--- src/rtl/spi_target.sv ---
// Oversampled SPI mode-0 responder with 2-deep RX/TX byte FIFOs and sticky error flags.
// Define SPI_TARGET_BYTE_COUNT_EN to add the per-frame byte_count[12:0] output.
//
// state | meaning
// IDLE  | no frame; MISO released high, MISO_oe low
// LOAD  | one cycle after SS_n fall: fetch first TX byte
// SHIFT | frame active; bits move on detected SCLK edges
module spi_target (
  input  logic        C100M,
  input  logic        RESET_n,
  input  logic        SCLK,
  input  logic        SS_n,
  input  logic        MOSI,
  output logic        MISO,
  output logic        MISO_oe,
  input  logic [7:0]  tx_data,
  input  logic        tx_valid,
  output logic        tx_ready,
  output logic [7:0]  rx_data,
  output logic        rx_valid,
  input  logic        rx_ready,
  output logic        frame_start,
  output logic        frame_end,
  output logic        rx_overrun,
  output logic        tx_underrun,
  input  logic        clr_flags
`ifdef SPI_TARGET_BYTE_COUNT_EN
  ,
  output logic [12:0] byte_count
`endif
);

  typedef enum logic [1:0] {ST_IDLE, ST_LOAD, ST_SHIFT} state_e;

  state_e      state_q, state_d;
  logic [2:0]  sclk_sync_q, sclk_sync_d;
  logic [2:0]  ss_sync_q, ss_sync_d;
  logic [1:0]  mosi_sync_q, mosi_sync_d;
  logic        sclk_rise, sclk_fall, ss_rise, ss_fall, mosi_s2;

  logic [2:0]  bit_cnt_q, bit_cnt_d;
  logic [7:0]  rx_shift_q, rx_shift_d;
  logic [7:0]  tx_shift_q, tx_shift_d;
  logic        oe_q, oe_d;
  logic        reload_q, reload_d;
  logic        urun_pend_q, urun_pend_d;
  logic        frame_start_q, frame_start_d;
  logic        frame_end_q, frame_end_d;
  logic        rx_overrun_q, rx_overrun_d;
  logic        tx_underrun_q, tx_underrun_d;
  logic        byte_done, set_urun;

  logic [7:0]  tx_mem_q [2];
  logic [7:0]  tx_mem_d [2];
  logic        tx_wr_q, tx_wr_d, tx_rd_q, tx_rd_d;
  logic [1:0]  tx_cnt_q, tx_cnt_d;
  logic        tx_push, tx_pop, tx_empty;
  logic [7:0]  tx_head;

  logic [7:0]  rx_mem_q [2];
  logic [7:0]  rx_mem_d [2];
  logic        rx_wr_q, rx_wr_d, rx_rd_q, rx_rd_d;
  logic [1:0]  rx_cnt_q, rx_cnt_d;
  logic        rx_push, rx_pop;

  // SS_n stages reset low so a select held through reset never looks like a fresh fall.
  always_comb begin
    sclk_sync_d = {sclk_sync_q[1:0], SCLK};
    ss_sync_d   = {ss_sync_q[1:0], SS_n};
    mosi_sync_d = {mosi_sync_q[0], MOSI};
  end

  assign sclk_rise = sclk_sync_q[1] & ~sclk_sync_q[2];
  assign sclk_fall = ~sclk_sync_q[1] & sclk_sync_q[2];
  assign ss_rise   = ss_sync_q[1] & ~ss_sync_q[2];
  assign ss_fall   = ~ss_sync_q[1] & ss_sync_q[2];
  assign mosi_s2   = mosi_sync_q[1];

  assign tx_empty = (tx_cnt_q == 2'd0);
  assign tx_head  = tx_mem_q[tx_rd_q];

  always_comb begin
    state_d       = state_q;
    bit_cnt_d     = bit_cnt_q;
    rx_shift_d    = rx_shift_q;
    tx_shift_d    = tx_shift_q;
    oe_d          = oe_q;
    reload_d      = reload_q;
    urun_pend_d   = urun_pend_q;
    frame_start_d = 1'b0;
    frame_end_d   = 1'b0;
    byte_done     = 1'b0;
    set_urun      = 1'b0;
    tx_pop        = 1'b0;
    if (ss_rise && state_q != ST_IDLE) begin
      state_d     = ST_IDLE;
      frame_end_d = 1'b1;
      oe_d        = 1'b0;
      tx_shift_d  = 8'hFF;
      bit_cnt_d   = 3'd0;
      reload_d    = 1'b0;
      urun_pend_d = 1'b0;
    end else begin
      case (state_q)
        ST_IDLE: begin
          if (ss_fall) begin
            state_d       = ST_LOAD;
            frame_start_d = 1'b1;
          end
        end
        ST_LOAD: begin
          tx_pop      = ~tx_empty;
          tx_shift_d  = tx_empty ? 8'hFF : tx_head;
          set_urun    = tx_empty;
          oe_d        = 1'b1;
          bit_cnt_d   = 3'd0;
          reload_d    = 1'b0;
          urun_pend_d = 1'b0;
          state_d     = ST_SHIFT;
        end
        ST_SHIFT: begin
          if (sclk_rise) begin
            rx_shift_d  = {rx_shift_q[6:0], mosi_s2};
            bit_cnt_d   = bit_cnt_q + 3'd1;
            set_urun    = urun_pend_q;
            urun_pend_d = 1'b0;
            if (bit_cnt_q == 3'd7) begin
              byte_done = 1'b1;
              reload_d  = 1'b1;
            end
          end else if (sclk_fall) begin
            if (reload_q) begin
              // An empty FIFO here only counts as underrun once the master clocks the slot.
              reload_d    = 1'b0;
              tx_pop      = ~tx_empty;
              tx_shift_d  = tx_empty ? 8'hFF : tx_head;
              urun_pend_d = tx_empty;
            end else begin
              tx_shift_d = {tx_shift_q[6:0], 1'b1};
            end
          end
        end
        default: state_d = ST_IDLE;
      endcase
    end
  end

  always_comb begin
    tx_push  = tx_valid && (tx_cnt_q != 2'd2);
    tx_mem_d = tx_mem_q;
    tx_wr_d  = tx_wr_q;
    tx_rd_d  = tx_rd_q;
    tx_cnt_d = tx_cnt_q;
    if (tx_push) begin
      tx_mem_d[tx_wr_q] = tx_data;
      tx_wr_d           = ~tx_wr_q;
    end
    if (tx_pop) tx_rd_d = ~tx_rd_q;
    case ({tx_push, tx_pop})
      2'b10:   tx_cnt_d = tx_cnt_q + 2'd1;
      2'b01:   tx_cnt_d = tx_cnt_q - 2'd1;
      default: tx_cnt_d = tx_cnt_q;
    endcase
  end

  // A full RX FIFO still accepts the byte when the head is popped in the same cycle.
  always_comb begin
    rx_pop   = rx_ready && (rx_cnt_q != 2'd0);
    rx_push  = byte_done && ((rx_cnt_q != 2'd2) || rx_pop);
    rx_mem_d = rx_mem_q;
    rx_wr_d  = rx_wr_q;
    rx_rd_d  = rx_rd_q;
    rx_cnt_d = rx_cnt_q;
    if (rx_push) begin
      rx_mem_d[rx_wr_q] = rx_shift_d;
      rx_wr_d           = ~rx_wr_q;
    end
    if (rx_pop) rx_rd_d = ~rx_rd_q;
    case ({rx_push, rx_pop})
      2'b10:   rx_cnt_d = rx_cnt_q + 2'd1;
      2'b01:   rx_cnt_d = rx_cnt_q - 2'd1;
      default: rx_cnt_d = rx_cnt_q;
    endcase
  end

  always_comb begin
    rx_overrun_d  = clr_flags ? 1'b0 : (rx_overrun_q | (byte_done & ~rx_push));
    tx_underrun_d = clr_flags ? 1'b0 : (tx_underrun_q | set_urun);
  end

  always_ff @(posedge C100M or negedge RESET_n) begin
    if (!RESET_n) begin
      state_q       <= ST_IDLE;
      sclk_sync_q   <= 3'b000;
      ss_sync_q     <= 3'b000;
      mosi_sync_q   <= 2'b00;
      bit_cnt_q     <= 3'd0;
      rx_shift_q    <= 8'h00;
      tx_shift_q    <= 8'hFF;
      oe_q          <= 1'b0;
      reload_q      <= 1'b0;
      urun_pend_q   <= 1'b0;
      frame_start_q <= 1'b0;
      frame_end_q   <= 1'b0;
      rx_overrun_q  <= 1'b0;
      tx_underrun_q <= 1'b0;
      tx_mem_q[0]   <= 8'h00;
      tx_mem_q[1]   <= 8'h00;
      tx_wr_q       <= 1'b0;
      tx_rd_q       <= 1'b0;
      tx_cnt_q      <= 2'd0;
      rx_mem_q[0]   <= 8'h00;
      rx_mem_q[1]   <= 8'h00;
      rx_wr_q       <= 1'b0;
      rx_rd_q       <= 1'b0;
      rx_cnt_q      <= 2'd0;
    end else begin
      state_q       <= state_d;
      sclk_sync_q   <= sclk_sync_d;
      ss_sync_q     <= ss_sync_d;
      mosi_sync_q   <= mosi_sync_d;
      bit_cnt_q     <= bit_cnt_d;
      rx_shift_q    <= rx_shift_d;
      tx_shift_q    <= tx_shift_d;
      oe_q          <= oe_d;
      reload_q      <= reload_d;
      urun_pend_q   <= urun_pend_d;
      frame_start_q <= frame_start_d;
      frame_end_q   <= frame_end_d;
      rx_overrun_q  <= rx_overrun_d;
      tx_underrun_q <= tx_underrun_d;
      tx_mem_q      <= tx_mem_d;
      tx_wr_q       <= tx_wr_d;
      tx_rd_q       <= tx_rd_d;
      tx_cnt_q      <= tx_cnt_d;
      rx_mem_q      <= rx_mem_d;
      rx_wr_q       <= rx_wr_d;
      rx_rd_q       <= rx_rd_d;
      rx_cnt_q      <= rx_cnt_d;
    end
  end

  assign MISO        = oe_q ? tx_shift_q[7] : 1'b1;
  assign MISO_oe     = oe_q;
  assign tx_ready    = (tx_cnt_q != 2'd2);
  assign rx_data     = rx_mem_q[rx_rd_q];
  assign rx_valid    = (rx_cnt_q != 2'd0);
  assign frame_start = frame_start_q;
  assign frame_end   = frame_end_q;
  assign rx_overrun  = rx_overrun_q;
  assign tx_underrun = tx_underrun_q;

`ifdef SPI_TARGET_BYTE_COUNT_EN
  logic [12:0] byte_cnt_q, byte_cnt_d;

  always_comb begin
    byte_cnt_d = byte_cnt_q;
    if (frame_start_d) byte_cnt_d = 13'd0;
    else if (byte_done && byte_cnt_q != 13'h1FFF) byte_cnt_d = byte_cnt_q + 13'd1;
  end

  always_ff @(posedge C100M or negedge RESET_n) begin
    if (!RESET_n) byte_cnt_q <= 13'd0;
    else          byte_cnt_q <= byte_cnt_d;
  end

  assign byte_count = byte_cnt_q;
`endif

endmodule

--- config.mk ---
export PLATFORM = sky130hd
export DESIGN_NAME = spi_target
export DESIGN_NICKNAME = d
export VERILOG_FILES = /design/src/rtl/spi_target.sv
export SDC_FILE = /design/constraint.sdc
export NUM_CORES = 1
export LEC_CHECK = 0
export BUFFER_PORTS_ARGS = -buffer_cell sky130_fd_sc_hd__buf_2
export CORE_MARGIN = 2
export CORE_UTILIZATION = 35
export DETAILED_ROUTE_END_ITERATION = 10
export PLACE_DENSITY_LB_ADDON = 0.12
export SLEW_MARGIN = 5
export SYNTH_ARGS = -nofsm -noshare
export SYNTH_HDL_FRONTEND = slang
export SYNTH_SLANG_ARGS = --single-unit
--- constraint.sdc ---
create_clock -name C100M -period 2.7 [get_ports C100M]
set_clock_uncertainty 0.15 [all_clocks]
set_input_delay 0.54 -clock C100M [delete_from_list [all_inputs] [get_ports C100M]]
set_output_delay 0.54 -clock C100M [all_outputs]
set_load 0.02 [all_outputs]
[Word-level counts from Yosys, hierarchy flattened]
Cells that the tools add are included.
Storage, ports and cells
  bits in registers: 76
  bits of input ports: 16
  output and inout port bits: 16
  word-level logic and storage cells: 153
Operators by class
  $add $sub $neg: 5
  order comparisons: 6
  equal/unequal tests: 17
  mux-type cells: 60
  bitwise operators: 21
  reduce and logical (&&, ||, !) cells: 20
Operators with widths (count)
  $mux W8: 16
  $bwmux W16: 2
  $mux W1: 27
  $demux W8 S1: 2
  $pmux W8 S2: 1
  $ne A3 B3 Y1 const B: 4
  $ne A4 B4 Y1 const B: 3
  $not A1 Y1: 10
  $reduce_bool A2 Y1: 5
  $reduce_and A3 Y1: 3
  $ge A2 B2 Y1 const B: 4
  $not A1 Y2: 4
  $pmux W1 S2: 4
  $pmux W2 S2: 2
  $eq A2 B1 Y1 const B: 3
  $eq A2 B2 Y1 const B: 3
  $logic_and A1 B1 Y1: 6
  $mux W3: 2
  $ne A2 B2 Y1 const B: 3
  $pmux W2 S3: 1
  $pmux W3 S2: 1
  $and A1 B1 Y1: 5
  $add A2 B1 Y2 const B: 2
  $logic_not A2 Y1: 2
  9 further kinds: 14

[Depth between registers and ports, before layout]
  depth in word-level cells: 10
  depth in mapped cells: 10
  gate-level depth less buffers: 9

[Worst setup path after synthesis]
OpenSTA, ideal clock, no wires.
  kind: reg2reg
  start point: register state_q[0]
  end point: register rx_cnt_q[1]
  setup time: 0.079 ns
  data arrival time: 2.167 ns
  required time: 2.471 ns
  setup slack: 0.304 ns
  stages on the path, launching flop included: 10
  path buffers: 1
  clock period less this slack: 2.396 ns
  cells stage by stage: dfrtp_1 inv_1 ha_1 or3b_4 inv_2 or4b_1 buf_2 ha_1 nor2_1 xor2_1
On the way
  cells in the longest elaborated chain, start to end: 6
  elaborated cells between the ends (all ways): 10
  classes of those cells: eq/ne (3); mux (3); reduce/logical (4)
RTL lines
  start: declaration: RTL line 35  | state_e state_q, state_d;
  start signal: assignment: RTL line 218  | state_q <= state_d;
  $eq A2 B2 Y1 or $reduce_bool A2 Y1 (tied branches): RTL line 104, 95
  $mux W1 or $logic_and A1 B1 Y1 (tied branches): RTL line 104, 95
  $mux W1 (*): RTL line 95  | if (ss_rise && state_q != ST_IDLE) begin
  $logic_and A1 B1 Y1 (*): RTL line 169  | rx_push = byte_done && ((rx_cnt_q != 2'd2) || rx_pop);
  $eq A2 B1 Y1 or $eq A2 B2 Y1 (tied branches): RTL line 179  | case ({rx_push, rx_pop})
  $pmux W2 S2 or $reduce_bool A2 Y1 (tied branches)
  end signal: assignment: RTL line 239  | rx_cnt_q <= rx_cnt_d;
  end: declaration: RTL line 63  | logic [1:0] rx_cnt_q, rx_cnt_d;
Mark *: on every way between the ends. The rest lies on a longest branch, timed or not.
A chain may end at the register's enable or synchronous reset.

[Worst setup path in the final report]
Ends and elaborated chain as after synthesis.

==> qor.txt <==
area of the multi-input gates = 0.00140 mm2
Initial Util = 36.4%
reg2reg path depth = 8
Final Critical Period = 2.44 ns
synthesized area = 0.00338 mm2
# setup viols final = 0
Vias/cell = 4.70
global placement routability congestion = 0.713
io pins = 32
Clock transition at path regs = 0.08 ns
Max transition margin = 52.5%
core region area = 0.00928 mm2
GRT Total Usage = 13.4%
initial antenna violation count = 0
CTS tree = yes
Avg Inst Size Synth = 13.2 um2
WS Path Type = reg -> reg
Slew Limit Fails = 0
Ant. Diodes = 0
routed wire length = 6200 um
CTS Buf Count = 9
largest net degree at the start of global routing = 40
CP Data Arrival Time = 2.56 ns
R2R Path Start = state_q[0]
Max Clock Freq = 409 MHz
Reg area = 0.00191 mm2
worst-skew pair later-pin latency = 0.34 ns
worst reg2reg endpoint = rx_cnt_q[1]
status = complete, no violations
die height = 102 um
Hold Buf Count CTS = 0
flop-to-flop setup slack = 0.26 ns
critical path endpoint category = flip-flop
Layout Nets = 327
CP startpoint kind = flip-flop
Final ANT Viol Nets = 0
Die X = 102 um
cell count after synthesis = 256
max-cap viol count = 0
number of global-route vias before repair = 2172
layout cells sized above 1 = 42.0%
via count = 2048
Ys Warns = 0
worst min-delay path category = in -> async
syn nets = 281
post_cts resized = 0
Area growth, synth to finish = 17.6%
Leak = 0.00189 uW
total negative slack = 0 ns
Worst Setup EP = rx_cnt_q[1]
peak supply drop = 0.358 mV
clk sink count = 76
part of the Yosys area used for sequential elements = 56.6%
post-synthesis cell type count = 39
Worst setup startpoint = state_q[0]
die area = 0.0105 mm2
flops & latches, synth = 76
# rows = 35
RSZ-0062 raised after global routing = false
# Post-CTS Setup Buffers = 0
H-Tree Depth = 3
filler instances = 920
clock tree root buffer cell = clkbuf_8
initial drt markers = 45
Req. time, crit path = 2.81 ns
first-pass GRT wire length = 10800 um
fin util = 42.8%
Critical Path Fanout Max = 5
final hold viol count = 0
DP HPWL = 4370 um
CTS max path bufs = 2
Final period util = 90.5%
routed len/inst = 14.2 um
GRT overflow = 0
Power Density = 948 mW/mm2
I/O Buffers = 31
drt pass-1 iters = 4
# DRC = 0
Worst-Margin Slew = 0.711 ns
[cell usage after synthesis]
| cell type | number | share of area [%] |
|---|---|---|
| buf_6 | 1 | 0.33 |
| dfstp_2 | 8 | 6.2 |
| nand2_1 | 7 | 0.78 |
| mux2i_1 | 2 | 0.59 |
| nand2b_1 | 4 | 0.74 |
| and2_1 | 2 | 0.37 |
| or3_1 | 1 | 0.19 |
| dfrtp_1 | 68 | 50 |
| a31oi_1 | 4 | 0.74 |
| nand4b_2 | 1 | 0.44 |
| clkbuf_1 | 4 | 0.44 |
| o22a_1 | 1 | 0.26 |
| inv_2 | 1 | 0.11 |
| buf_2 | 2 | 0.30 |
| nor2_2 | 1 | 0.19 |
| and3b_1 | 1 | 0.26 |
| o21ai_0 | 8 | 1.2 |
| a211oi_1 | 2 | 0.44 |
| ha_1 | 9 | 3.3 |
| o32ai_1 | 2 | 0.52 |
| or4b_1 | 1 | 0.30 |
| xnor2_1 | 6 | 1.6 |
| nor2_8 | 1 | 0.59 |
| inv_1 | 8 | 0.89 |
| xor2_1 | 4 | 1.0 |
| o32a_1 | 1 | 0.30 |
| or3b_4 | 1 | 0.33 |
| a21oi_1 | 5 | 0.74 |
| a2bb2o_1 | 1 | 0.30 |
| mux2_2 | 57 | 19 |
| nor3_1 | 2 | 0.30 |
| or2_2 | 1 | 0.19 |
| o21ai_2 | 1 | 0.26 |
| nor2b_1 | 10 | 1.9 |
| a22o_1 | 2 | 0.52 |
| nor3b_1 | 1 | 0.22 |
| nand3_1 | 1 | 0.15 |
| nor2_1 | 17 | 1.9 |
| a2111oi_0 | 7 | 1.8 |
[stage by stage]
stage | total power, uW | std cells | cell area (um2) | setup WS, ns | hold WS, ns
4_1_cts | 3830 | 436 | 3970 | 0.247 | 0.0228
2_1_floorplan | 2510 | 256 | 3380 | 0.304 | 0.0944
6_report | 3770 | 436 | 3970 | 0.257 | 0.0130
5_1_grt | 4040 | 436 | 3970 | 0.117 | 0.0354
3_5_place_dp | 2860 | 420 | 3760 | 0.262 | 0.186
3_3_place_gp | 2840 | 420 | 3760 | 0.315 | 0.184
[worst min path at each step]
stage	cells past startpoint	end	startpoint
6_report	1	tx_mem_q[7]	RESET_n
2_1_floorplan	0	MISO_oe	RESET_n
3_5_place_dp	0	mosi_sync_q[1]	mosi_sync_q[0]
4_1_cts	1	tx_mem_q[7]	RESET_n
3_3_place_gp	0	mosi_sync_q[1]	mosi_sync_q[0]
5_1_grt	1	tx_wr_q	RESET_n
[area by class of cell]
type	instances	area share, %
inverters	9	0.850
clock buffers	11	3.56
flip-flops and latches	76	48.1
well taps	129	4.06
multi-input cells	164	35.2
clock inverters	5	1.89
repair buffers	42	6.36
[sequential cells by signal (all words and copies together), names as in the netlist]
name and cells:
rx_mem_q 16, tx_mem_q 16, rx_shift_q 8, tx_shift_q 8
bit_cnt_q 3, sclk_sync_q 3, ss_sync_q 3, mosi_sync_q 2
rx_cnt_q 2, state_q 2, tx_cnt_q 2, MISO_oe 1
frame_end 1, frame_start 1, reload_q 1, rx_overrun 1
rx_rd_q 1, rx_wr_q 1, tx_rd_q 1, tx_underrun 1
tx_wr_q 1, urun_pend_q 1
[cells in the final DEF (no fill, tap or decap), types with 5 or more instances in the layout]
cell        n
clkbuf_8   10
nor2_1     17
nor2b_1    10
a21oi_1     5
ha_1        9
o21ai_0     8
nand2_1     7
mux2_2     57
dfstp_2     8
inv_1       8
buf_4      11
dfrtp_1    68
a2111oi_0   7
buf_2      30
xnor2_1     6
[cell families after synthesis]
group / synth area share, %
AO/OA/AOI/OAI: 7.07
XOR/XNOR: 2.59
adder cells (fa/ha/maj): 3.33
buffers and inverters: 2.07
flip-flops: 56.6
multiplexers: 19.6
AND/OR/NAND/NOR: 8.77
[worst max-delay path, stage by stage (launching register included)]
cell and delay [ns]:
dfrtp_1 0.42, inv_1 0.12, ha_1 0.18, or3b_4 0.13
inv_2 0.05, or4b_1 0.66, ha_1 0.38, nor2_1 0.13
xor2_1 0.15
[metal layers]
layer  global-route usage [%]  up-vias  part of all wire [%]
met4                     4.00        0                   1.3
met3                     3.76        7                   2.4
met1                     18.2     1020                    50
met5                        0        -                     0
met2                     20.9       24                    46
li1                         -      997                     -
[power breakdown]
group	switching, uW	total, uW	leakage, uW	internal [uW]
registers	175	1640	0.000959	1470
clock network	401	943	0.000113	542
logic	586	1180	0.000822	597
total	1160	3770	0.00189	2600
Note: power is estimated with default switching activity, not from simulation.
